**config.mk**
```make
export PLATFORM = sky130hd
export DESIGN_NAME = sine_pdm_dac
export DESIGN_NICKNAME = d
export VERILOG_FILES = /design/src/rtl/sine_pdm_dac.sv
export SDC_FILE = /design/constraint.sdc
export NUM_CORES = 1
export LEC_CHECK = 0
export ABC_AREA = 0
export BUFFER_PORTS_ARGS = -buffer_cell sky130_fd_sc_hd__buf_4
export CAP_MARGIN = 20
export CORE_MARGIN = 2
export CORE_UTILIZATION = 30
export CTS_CLUSTER_SIZE = 20
export DETAILED_ROUTE_END_ITERATION = 10
export GPL_TIMING_DRIVEN = 1
export PLACE_DENSITY_LB_ADDON = 0.05
export SETUP_SLACK_MARGIN = 0.4
export SYNTH_ARGS = -nofsm -noshare
export SYNTH_HDL_FRONTEND = slang
export SYNTH_SLANG_ARGS = --single-unit
```
**constraint.sdc**
```tcl
create_clock -name clk -period 5.15 [get_ports clk]
set_input_delay 0.2575 -clock clk [delete_from_list [all_inputs] [get_ports clk]]
set_output_delay 0.2575 -clock clk [all_outputs]
set_load 0.03 [all_outputs]
```
**src/rtl/sine_pdm_dac.sv**
```systemverilog
// ============================================================================
//  Module      : sine_pdm_dac
//  Description : First-order delta-sigma (PDM) DAC stage fed by a sine sample
//                stream over valid/ready; one sample per (osr+1) enabled clocks.
//                Optional build macro SINE_PDM_DITHER_EN adds LFSR dither.
//  Revision    : 1.0 - initial release
// ============================================================================
`default_nettype none

module sine_pdm_dac #(
    parameter int DATA_W = 8,
    parameter int OSR_W  = 8
) (
    input  logic              clk,
    input  logic              rst_n,
    input  logic              en,
    input  logic [OSR_W-1:0]  osr,
    input  logic [DATA_W-1:0] s_data,
    input  logic              s_valid,
    output logic              s_ready,
    input  logic              underrun_clr,
    output logic              pdm_out,
    output logic              sample_tick,
    output logic              underrun
);

    localparam logic [DATA_W-1:0] c_MID = {1'b1, {(DATA_W-1){1'b0}}};

    logic [OSR_W-1:0]  r_cnt;
    logic [DATA_W-1:0] r_hold;
    logic [DATA_W-1:0] r_acc;
    logic              r_pdm;
    logic              r_underrun;

    logic              w_tick;
    logic [DATA_W-1:0] w_mod_in;
    logic [DATA_W:0]   w_sum;

    assign w_tick      = en && (r_cnt == '0);
    assign s_ready     = w_tick;
    assign sample_tick = w_tick;
    assign pdm_out     = r_pdm;
    assign underrun    = r_underrun;

`ifdef SINE_PDM_DITHER_EN
    localparam logic [15:0] c_LFSR_SEED = 16'hACE1;

    logic [15:0]       r_lfsr;
    logic              w_lfsr_fb;
    logic [DATA_W+1:0] w_dsum;

    assign w_lfsr_fb = r_lfsr[15] ^ r_lfsr[13] ^ r_lfsr[12] ^ r_lfsr[10];

    always_ff @(posedge clk or negedge rst_n) begin
        if (!rst_n) begin
            r_lfsr <= c_LFSR_SEED;
        end else if (en) begin
            r_lfsr <= {r_lfsr[14:0], w_lfsr_fb};
        end
    end

    // Zero-mean +/-1 dither; the two extra bits catch underflow (MSB) and overflow.
    assign w_dsum = {2'b00, r_hold}
                  + {{(DATA_W+1){1'b0}}, r_lfsr[0]}
                  - {{(DATA_W+1){1'b0}}, r_lfsr[1]};

    always_comb begin
        w_mod_in = w_dsum[DATA_W-1:0];
        if (w_dsum[DATA_W+1]) begin
            w_mod_in = '0;
        end else if (w_dsum[DATA_W]) begin
            w_mod_in = '1;
        end
    end
`else
    assign w_mod_in = r_hold;
`endif

    assign w_sum = {1'b0, r_acc} + {1'b0, w_mod_in};

    always_ff @(posedge clk or negedge rst_n) begin
        if (!rst_n) begin
            r_cnt      <= '0;
            r_hold     <= c_MID;
            r_acc      <= '0;
            r_pdm      <= 1'b0;
            r_underrun <= 1'b0;
        end else begin
            if (en) begin
                if (w_tick) begin
                    r_cnt <= osr;
                    if (s_valid) begin
                        r_hold <= s_data;
                    end
                end else begin
                    r_cnt <= r_cnt - 1'b1;
                end
                // Carry out of the accumulator is the density bit.
                {r_pdm, r_acc} <= w_sum;
            end else begin
                r_pdm <= 1'b0;
            end

            if (w_tick && !s_valid) begin
                r_underrun <= 1'b1;
            end else if (underrun_clr) begin
                r_underrun <= 1'b0;
            end
        end
    end

endmodule

`default_nettype wire

```
---- Word-level counts from Yosys, hierarchy flattened ----
Cells that the tools add are included.
storage, ports and cells
  register bits ........................... 26
  input port bits ......................... 21
  output and inout port bits .............. 4
  word-level logic and storage cells ...... 17
cells by class
  $add $sub $neg .......................... 2
  multiplexer cells ....................... 4
  reductions and logical operators ........ 6
operators by type and width
  operator                                          count
  adder 8 x 8 -> 9 bit                              1
  logical NOT 8 bit                                 1
  2-to-1 mux 8 bit                                  1
  subtractor 8 x 1 -> 8 bit, second input constant  1
  2-to-1 mux 1 bit                                  3
  AND reduction 3 bit                               1
  logical AND 1 bit                                 2
  nonzero test 2 bit                                1
  logical NOT 1 bit                                 1

---- Logic depth before layout (Yosys ltp) ----
Gate-level depths: netlist of the first run.
  word-level depth ........................ 4
  depth in mapped cells ................... 8
  gate-level depth less buffers ........... 8

---- Worst setup path before layout of the first run ----
OpenSTA, ideal clock, no wires.
  path kind ............................... reg-to-reg
  start point ............................. reg r_hold[0]
  end point ............................... reg r_acc[6]
  setup time .............................. 120 ps
  arrival ................................. 1762 ps
  data required time ...................... 5030 ps
  setup slack ............................. 3268 ps
  cell stages (with the launch flop) ...... 9
  path buffers ............................ 0
  period minus slack after synthesis ...... 1882 ps
  cells stage by stage .................... dfrtp_1 -> ha_1 -> inv_1 -> fa_1 -> nor2b_1 -> o31a_1 -> o21a_1 -> or3_1 -> a31o_1
between the ends
  cells in the longest elaborated chain, start to end .. 1
ends and longest elaborated chain
  what                    line  RTL
  from (decl)             30    logic [DATA_W-1:0] r_hold;
  from (signal assigned)  84    r_hold <= c_MID;
  from (signal assigned)  93    r_hold <= s_data;
  adder 8 x 8 -> 9 bit    79    assign w_sum = {1'b0, r_acc} + {1'b0, w_mod_in};
  to (signal assigned)    99    {r_pdm, r_acc} <= w_sum;
  to (decl)               31    logic [DATA_W-1:0] r_acc;
Every way passes these cells.
A chain may end at the register's enable or synchronous reset.

---- Worst setup path in the final report of the first run ----
  start point ............................. reg r_cnt[0]
  end point ............................... out sample_tick
between the ends
  cells in the longest elaborated chain, start to end .. 2
ends and longest elaborated chain
  what                    line  RTL
  from (decl)             29    logic [OSR_W-1:0] r_cnt;
  from (signal assigned)  91    r_cnt <= osr;
  from (signal assigned)  96    r_cnt <= r_cnt - 1'b1;
  logical NOT 8 bit       39    assign w_tick = en && (r_cnt == '0);
  logical AND 1 bit       39
  to (decl)               23    output logic sample_tick,
Every way passes these cells.

==> results.py, run 1 <==
metrics = {
    "status": {
        "outcome": "finished, final reports clean",
    },
    "logic_synthesis": {
        "synth-main-ff-cell": "dfrtp_1",
        "synthAdderAreaFrac": 0.0901,
        "syn_inst": 135,
        "ys_seq_elements": 26,
        "synthArstFlopShare": 1.00,
        "synth-simple-area-share": 0.130,
        "synthDistinctLibCells": 47,
        "synth_edf_count": 0,
        "yosysSeqAreaShare": 0.443,
        "synth-compound-area-share": 0.162,
        "synth_area_um2": 1470,
        "yosys_warnings": 0,
        "synth.avg_cell_area_um2": 10.9,
        "synth-xor-area-share": 0.0178,
        "synth_top_family_by_area": "compound AO/OA/AOI/OAI gates",
        "muxShareOfSynthArea": 0.114,
        "synth_fp_nets": 166,
    },
    "sta": {
        "drv_slew": 0,
        "clock-skew-final_ns": 0.00525,
        "worstMarginPinSlew_ns": 0.393,
        "hold_viol": 0,
        "max_slew_margin": 0.731,
        "fin_tns_setup_ns": 0,
        "fin_crit_sh": 0.436,
        "fin_crit_ns": 2.24,
        "fmax_mhz": 446,
        "setup_viol_count_final": 0,
        "rsz0062_at_grt": "no",
    },
    "setup_path": {
        "arrival_ns": 1.99,
        "required_ns": 4.89,
        "r2r_start": "r_hold[0]",
        "r2r-end": "r_acc[6]",
        "end_kind": "output pin",
        "critPathLaunchType": "flop",
        "ff2ff_setup_slack_ns": 3.16,
        "critical_path_class": "flop to output pin",
        "reg2reg_depth": 8,
        "cp_max_fo": 11,
    },
    "pwr": {
        "p_leak_nw": 0.829,
        "irDropWorstVdd_v": 0.000167,
        "p_per_area_nw_per_um2": 527,
    },
    "worst_hold_path": {
        "whs_path_depth": 2,
        "hold_path_class": "primary input to flop",
        "worstHoldEndpoint": "underrun",
        "hold_path_startpoint": "underrun_clr",
    },
    "clocking": {
        "path_clk_slew_ns": 0.09,
        "post-cts-setup-buffers": 0,
        "cts_sinks": 26,
        "cts_buffers": 3,
        "cts_tree": "yes",
        "post_cts_resize_count": 0,
        "clk_root_buffer_cell": "clkbuf_8",
        "h-tree-depth": 1,
        "clk_latency_ns": 0.27,
        "cts.path.max_buffers": 2,
    },
    "place": {
        "dpl.hpwl_um": 2070,
        "gp_congestion": 0.737,
        "port_buffers": 24,
    },
    "route": {
        "drt_iter0_drc": 38,
        "antenna_left": 0,
        "first_pass_iters": 4,
        "wire_per_inst_um": 12.4,
        "dr_total_vias": 1055,
        "viasPerCell": 4.65,
        "totalWireLength_um": 2820,
        "drc": 0,
    },
    "floorplan": {
        "rows": 25,
        "die_area_um2": 5490,
        "coreArea_um2": 4720,
        "die_w_um": 74.1,
        "fp.dieH_um": 74.1,
        "io_pins": 25,
        "start_util": 0.312,
    },
    "cells_and_area": {
        "areaGrowthSynthToFinish_pct": 20.6,
        "utilization": 0.376,
        "multiInputGateArea_um2": 757,
        "seq_area_um2": 652,
        "fin_nets": 192,
        "drive_above_1_share": 0.269,
        "antenna_cells": 0,
        "num-fill-cells": 481,
    },
    "global_routing": {
        "grt_max_degree": 27,
        "grt_pass1_vias": 1044,
        "grt_pass1_wl_um": 4800,
        "grt_antenna_before_repair": 0,
        "grtUsageTotal": 0.115,
        "grt_overflow": 0,
    },
    "job": {
        "maxCapViolations": 0,
    },
}
-- where the power goes --
group          total (mW)  internal [mW]  switching (mW)
clock network       0.131         0.0683          0.0624
registers           0.369          0.304          0.0658
logic               0.435          0.221           0.214
total               0.935          0.593           0.342
-- critical path: stages (launching register included) --
cell	delay, ns
dfrtp_1	0.40
inv_1	0.08
ha_1	0.18
nand4bb_1	0.17
or4b_4	0.62
inv_2	0.10
buf_4	0.16
-- cells in the mapped netlist, drive strengths merged, types with 2 or more instances --
master,n,share of area
a21o,2,0.010
o211ai,3,0.015
dfrtp,25,0.42
mux2,14,0.11
o22ai,2,0.013
or3,2,0.0085
a21oi,6,0.025
nor2b,2,0.0085
nor2,11,0.031
ha,9,0.076
o21ai,8,0.027
nand3,3,0.019
buf,3,0.015
inv,10,0.025
nand2,8,0.020
xnor2,2,0.012
o21a,4,0.020
nor3,2,0.010
-- layer usage --
metal  global-route usage  up-vias  part of all wire  routed length (um)
li1                     -      534                 -                   -
met1                0.158      499              0.48                1360
met2                0.180       18              0.46                1310
met3               0.0257        4             0.041                 115
met4               0.0424        0             0.011                  31
met5                    0        -                 0                   0
-- final cells by class --
cell class / instances / area share
clock buffers: 4 / 0.0310
flip-flops and latches: 26 / 0.367
well taps: 67 / 0.0472
multi-input cells: 95 / 0.426
inverters: 10 / 0.0211
repair buffers: 25 / 0.107
-- kinds of logic after synthesis --
family / after synthesis
AOI/OAI and AO/OA: 34
and+or+nand+nor: 33
DFF: 26
muxes: 15
buffers and inverters: 14
adders and majority gates: 10
xor gates and xnor gates: 3
-- flip-flops by register name, summed over array words and instances, names as in the netlist --
| name | cells |
|---|---|
| pdm_out | 1 |
| r_acc | 8 |
| r_cnt | 8 |
| r_hold | 8 |
| underrun | 1 |
-- metrics by stage --
step / instances / setup slack, ns / hold slack, ns / area, um^2 / power (mW)
final: 227 / 2.91 / 0.172 / 1780 / 0.935
after global routing: 227 / 2.75 / 0.170 / 1780 / 1.03
after CTS: 227 / 2.89 / 0.158 / 1780 / 0.951
after detailed placement: 222 / 3.16 / 0.195 / 1710 / 0.812
after global placement: 222 / 3.20 / 0.198 / 1710 / 0.802
after floorplan: 135 / 3.27 / -0.0381 / 1470 / 0.714
-- worst max-delay path by stage --
| stage | from | slack [ns] | to |
|---|---|---|---|
| CTS | r_cnt[0] | 2.89 | sample_tick |
| floorplan | r_hold[0] | 3.27 | r_acc[6] |
| finish | r_cnt[0] | 2.91 | sample_tick |
| global route | r_cnt[0] | 2.75 | s_ready |
| global placement | r_hold[0] | 3.20 | r_acc[6] |
| detailed placement | r_hold[0] | 3.16 | r_acc[6] |
-- timing repair --
item,CTS,global route
hold endpoints to repair,25,0
setup endpoints to repair,0,0
hold buffers,1,0
-- cells in the final DEF (no fill, tap or decap), drive strengths merged, types with 2 or more instances in the layout --
cell type	synthesis	layout
or3	2	2
xnor2	2	2
clkbuf	1	4
a21oi	6	6
nand3	3	3
nor2	11	11
dfrtp	25	25
buf	3	24
o21a	4	4
a21o	2	2
mux2	14	14
o211ai	3	3
nor3	2	2
o21ai	8	8
ha	9	9
inv	10	10
nor2b	2	2
nand2	8	8
o22ai	2	2
No activity file was read; power rests on OpenSTA's default activity.
==> inputs of run 2 (changes only) <==
clock period = 2.1 ns   (was 5.15 ns; I/O delays follow)
==> results.py, run 2 (same netlist as run 1, synthesis figures left out) <==
metrics = {
    "cells_and_area": {
        "drive_above_1_share": 0.534,
        "areaGrowthSynthToFinish_pct": 46.1,
        "biggestRegsByFlops": "r_acc x8, r_cnt x8, r_hold x8",
        "final_design_area_no_fill_um2": 2150,
        "final_cell_mix": "buf_4 (34), dfrtp_1 (25), mux2_4 (9)",
        "fin_nets": 210,
        "antenna_cells": 0,
        "final_cells": 245,
        "final_common_cell": "buf_4",
        "utilization": 0.456,
    },
    "job": {
        "maxCapViolations": 0,
    },
    "floorplan": {
        "die_area_um2": 5490,
        "io_pins": 25,
        "rows": 25,
        "fp.dieH_um": 74.1,
        "die_w_um": 74.1,
        "start_util": 0.312,
        "coreArea_um2": 4720,
    },
    "pwr": {
        "p_per_area_nw_per_um2": 1370,
        "p_leak_nw": 0.973,
        "power_frac_seq": 0.330,
        "switchingPower_mw": 1.08,
        "irDropWorstVdd_v": 0.000584,
        "p_clk_frac": 0.114,
        "p_int_mw": 1.86,
        "switching_share": 0.367,
        "combPwrFrac": 0.557,
    },
    "clocking": {
        "cts_sinks": 26,
        "clk_latency_ns": 0.28,
        "clk_root_buffer_cell": "clkbuf_8",
        "path_clk_slew_ns": 0.10,
        "cts_buffers": 3,
        "cts_tree": "yes",
        "h-tree-depth": 1,
        "cts.path.max_buffers": 2,
    },
    "sta": {
        "max_slew_margin": 0.769,
        "rsz0062_at_grt": "yes",
        "setup_viol_count_final": 0,
        "hold_viol": 0,
        "worstMarginPinSlew_ns": 0.347,
        "fin_tns_setup_ns": 0,
        "fmax_mhz": 510,
        "fin_crit_ns": 1.96,
        "clock-skew-final_ns": 0.0120,
        "holdWs_ns": 0.0288,
        "fin_crit_sh": 0.934,
        "drv_slew": 0,
    },
    "global_routing": {
        "grt_pass1_wl_um": 5330,
        "grtUsageTotal": 0.128,
        "grt_pass1_vias": 1161,
        "grt_max_degree": 27,
        "grt_antenna_before_repair": 0,
        "grt_overflow": 0,
    },
    "place": {
        "gp_congestion": 0.687,
        "port_buffers": 24,
        "place_area_um2": 1720,
        "dpl.hpwl_um": 2090,
        "placedCellCount": 222,
    },
    "route": {
        "viasPerCell": 4.80,
        "drc": 0,
        "dr_total_vias": 1176,
        "drt_iter0_drc": 26,
        "totalWireLength_um": 3380,
        "first_pass_iters": 4,
        "antenna_left": 0,
        "wire_per_inst_um": 13.8,
    },
    "setup_path": {
        "r2r_start": "r_hold[0]",
        "arrival_ns": 2.14,
        "cp_max_fo": 2,
        "end_kind": "flop",
        "max_stage_delay_ns": 0.39,
        "endpoint": "r_acc[6]",
        "ff2ff_setup_slack_ns": 0.14,
        "cpMaxStageDelayCell": "dfrtp_1",
        "cpLargestDelayFamily": "compound AO/OA/AOI/OAI gates",
        "cp-startpoint": "r_hold[0]",
        "reg2reg_depth": 8,
        "required_ns": 2.28,
        "r2r-end": "r_acc[6]",
        "critical_path_class": "flop to flop",
        "cp_cell_sequence": "ha_2 > inv_2 > fa_2 > nor2b_2 > o31a_1 > o21a_1 > or3_1 > a31o_1",
        "path_buf_inv": 1,
        "worst-path-stages": 8,
        "critPathLaunchType": "flop",
    },
    "status": {
        "outcome": "finished, final reports clean",
    },
    "worst_hold_path": {
        "hold_path_class": "primary input to flop",
    },
}
[run 2: changes by cell type in the layout (fill, tap and decap cells not counted), sizes merged]
cell / change
buf: +17
dlygate4sd3: +1
[run 2: worst register-to-register path, cell delays in order, from the launching register on]
cell and delay [ns]:
dfrtp_1 0.39, ha_2 0.19, inv_2 0.05, fa_2 0.20, nor2b_2 0.05, o31a_1 0.26, o21a_1 0.20, or3_1 0.31
a31o_1 0.22
[run 2: final cells by class]
type | instances | area [um^2]
clock buffer | 4 | 55.1
fill | 451 | 2570
inverter | 10 | 40.0
multi-input combinational | 95 | 960
sequential | 26 | 652
tap | 67 | 83.8
timing repair buffer | 43 | 362
[run 2: worst min path at each step]
stage	start	to	slack [ns]	cells past startpoint
5_1_grt	s_valid	underrun	0.02	2
3_5_place_dp	rst_n	r_cnt[2]	0.05	1
3_3_place_gp	rst_n	r_cnt[0]	0.05	1
4_1_cts	underrun_clr	underrun	0.004	2
2_1_floorplan	rst_n	pdm_out	-0.19	0
6_report	s_valid	underrun	0.03	2
[run 2: metrics by stage]
stage          total power, mW  worst slack [ns]
3_5_place_dp              2.01             0.159
4_1_cts                   2.61             0.153
5_1_grt                   3.17            0.0209
2_1_floorplan             1.76             0.233
3_3_place_gp              1.98             0.176
6_report                  2.95             0.139
[run 2: repair_timing]
item                                   4_1_cts  5_1_grt
gates resized for setup                     14       37
hold buffers                                 1        1
setup endpoints to repair                   21       24
pin swaps                                   10       22
endpoints found under the hold margin       25        1
buffers inserted                             8        9
[run 2: metal layers]
layer / vias up / share of wire / global-route usage
met3: 2 / 0.028 / 0.0325
met4: 0 / 0.0086 / 0.0364
met2: 16 / 0.53 / 0.240
met1: 582 / 0.43 / 0.143
met5: - / 0 / 0
li1: 576 / - / -
[run 2: power by group through the flow]
stage | logic, mW | registers, mW | clock network (mW)
2_1_floorplan | 0.867 | 0.892 | 0
3_3_place_gp | 1.06 | 0.911 | 0
3_5_place_dp | 1.08 | 0.923 | 0
4_1_cts | 1.32 | 0.941 | 0.352
5_1_grt | 1.80 | 1.01 | 0.370
6_report | 1.64 | 0.971 | 0.335
==> inputs of run 3 (changes only) <==
BUFFER_PORTS_ARGS = -buffer_cell sky130_fd_sc_hd__buf_2   (was -buffer_cell sky130_fd_sc_hd__buf_4)
CTS_CLUSTER_DIAMETER = 30   (was not set)
==> results.py, run 3 (same netlist as run 1, synthesis figures left out) <==
metrics = {
    "setup_path": {
        "cpLargestDelayFamily": "simple AND/OR/NAND/NOR gates",
        "critPathLaunchType": "flop",
        "end_kind": "flop",
        "cpMaxStageDelayCell": "dfrtp_1",
        "max_stage_delay_ns": 0.41,
        "cp_cell_sequence": "inv_2 > ha_4 > nand4bb_1 > buf_4 > or2_4 > nor2_4 > nand3_4 > mux2_4",
        "path_buf_inv": 2,
        "cp_max_fo": 8,
        "critical_path_class": "flop to flop",
        "required_ns": 2.26,
        "arrival_ns": 2.12,
    },
    "sta": {
        "hold_viol": 0,
        "clock-skew-final_ns": 0.00488,
        "fmax_mhz": 512,
        "fin_tns_setup_ns": 0,
        "setup_viol_count_final": 0,
        "fin_crit_sh": 0.930,
        "fin_crit_ns": 1.95,
        "worstMarginPinSlew_ns": 0.625,
        "max_slew_margin": 0.583,
        "rsz0062_at_grt": "yes",
        "drv_slew": 0,
    },
    "cells_and_area": {
        "antenna_cells": 0,
        "drive_above_1_share": 0.435,
        "final_common_cell": "dfrtp_1",
        "areaGrowthSynthToFinish_pct": 31.1,
        "final_cell_mix": "dfrtp_1 (25), buf_2 (22), mux2_4 (9)",
        "fin_nets": 200,
        "biggestRegsByFlops": "r_acc x8, r_cnt x8, r_hold x8",
        "final_cells": 235,
    },
    "pwr": {
        "p_total_mw": 2.55,
        "p_leak_nw": 0.894,
        "irDropWorstVdd_v": 0.000483,
        "p_per_area_nw_per_um2": 1320,
    },
    "place": {
        "dpl.hpwl_um": 2090,
        "placedCellCount": 223,
        "gp_congestion": 0.692,
        "port_buffers": 24,
    },
    "clocking": {
        "clk_root_buffer_cell": "clkbuf_8",
        "h-tree-depth": 1,
        "clk_latency_ns": 0.27,
        "cts_tree": "yes",
        "cts_sinks": 26,
        "cts_buffers": 3,
        "path_clk_slew_ns": 0.09,
        "cts.path.max_buffers": 2,
    },
    "floorplan": {
        "io_pins": 25,
        "die_area_um2": 5490,
        "start_util": 0.312,
        "coreArea_um2": 4720,
        "die_w_um": 74.1,
        "fp.dieH_um": 74.1,
        "rows": 25,
    },
    "worst_hold_path": {
        "hold_path_class": "primary input to flop",
    },
    "global_routing": {
        "grt_antenna_before_repair": 0,
        "grt_pass1_vias": 1086,
        "grt_pass1_wl_um": 4990,
        "grt_max_degree": 27,
        "grt_overflow": 0,
        "grtUsageTotal": 0.119,
    },
    "route": {
        "wire_per_inst_um": 13.3,
        "viasPerCell": 4.63,
        "drc": 0,
        "totalWireLength_um": 3120,
        "first_pass_iters": 3,
        "drt_iter0_drc": 22,
        "antenna_left": 0,
        "dr_total_vias": 1089,
    },
    "job": {
        "maxCapViolations": 0,
    },
    "status": {
        "outcome": "finished, final reports clean",
    },
}
-- run 3: per-layer routing --
metal | wire length [um] | vias to the layer above | track usage | part of all wire
li1 | - | 550 | - | -
met1 | 1380 | 523 | 0.153 | 0.44
met2 | 1610 | 14 | 0.201 | 0.52
met3 | 103 | 2 | 0.0203 | 0.033
met4 | 23 | 0 | 0.0444 | 0.0074
met5 | 0 | - | 0 | 0
-- run 3: cell type report --
class | count | area (um^2)
clock buffers | 4 | 55.1
fillers | 493 | 2790
inverters | 10 | 40.0
multi-input cells | 95 | 872
flip-flops and latches | 26 | 652
well taps | 67 | 83.8
repair buffers | 33 | 228
-- run 3: power by group --
group          internal, mW  switching, mW  total [mW]
clock                 0.168          0.160       0.327
combinational         0.709          0.577        1.29
sequential            0.745          0.197       0.942
-- run 3: path summary, 6_finish.rpt --
check	startpoint	to	slack (ns)	cells past startpoint
max in group asynchronous	rst_n	r_hold[0]	1.31	2
setup / recovery	r_cnt[0]	r_hold[4]	0.15	8
hold / removal	underrun_clr	underrun	0.03	2
min in group asynchronous	rst_n	r_cnt[1]	0.38	2
hold reg to reg	r_acc[4]	r_acc[4]	0.50	1
setup reg to reg	r_cnt[0]	r_hold[4]	0.15	8
-- run 3: per-stage QoR --
stage               worst slack (ns)  utilization  area, um^2  hold slack, ns
floorplan                      0.233            -        1480          -0.191
global placement               0.177        0.353        1670           0.162
detailed placement             0.139        0.353        1670           0.164
CTS                            0.154        0.389        1840          0.0122
global route                  0.0564        0.409        1930          0.0196
finish                         0.146        0.409        1930          0.0308
-- run 3: repair_timing --
item	CTS	global route
endpoints found under the hold margin	25	0
pin swaps	6	3
endpoints found under the setup margin	23	23
setup buffers	5	1
gates resized for setup	16	15
hold buffers	1	0
cloned	0	1
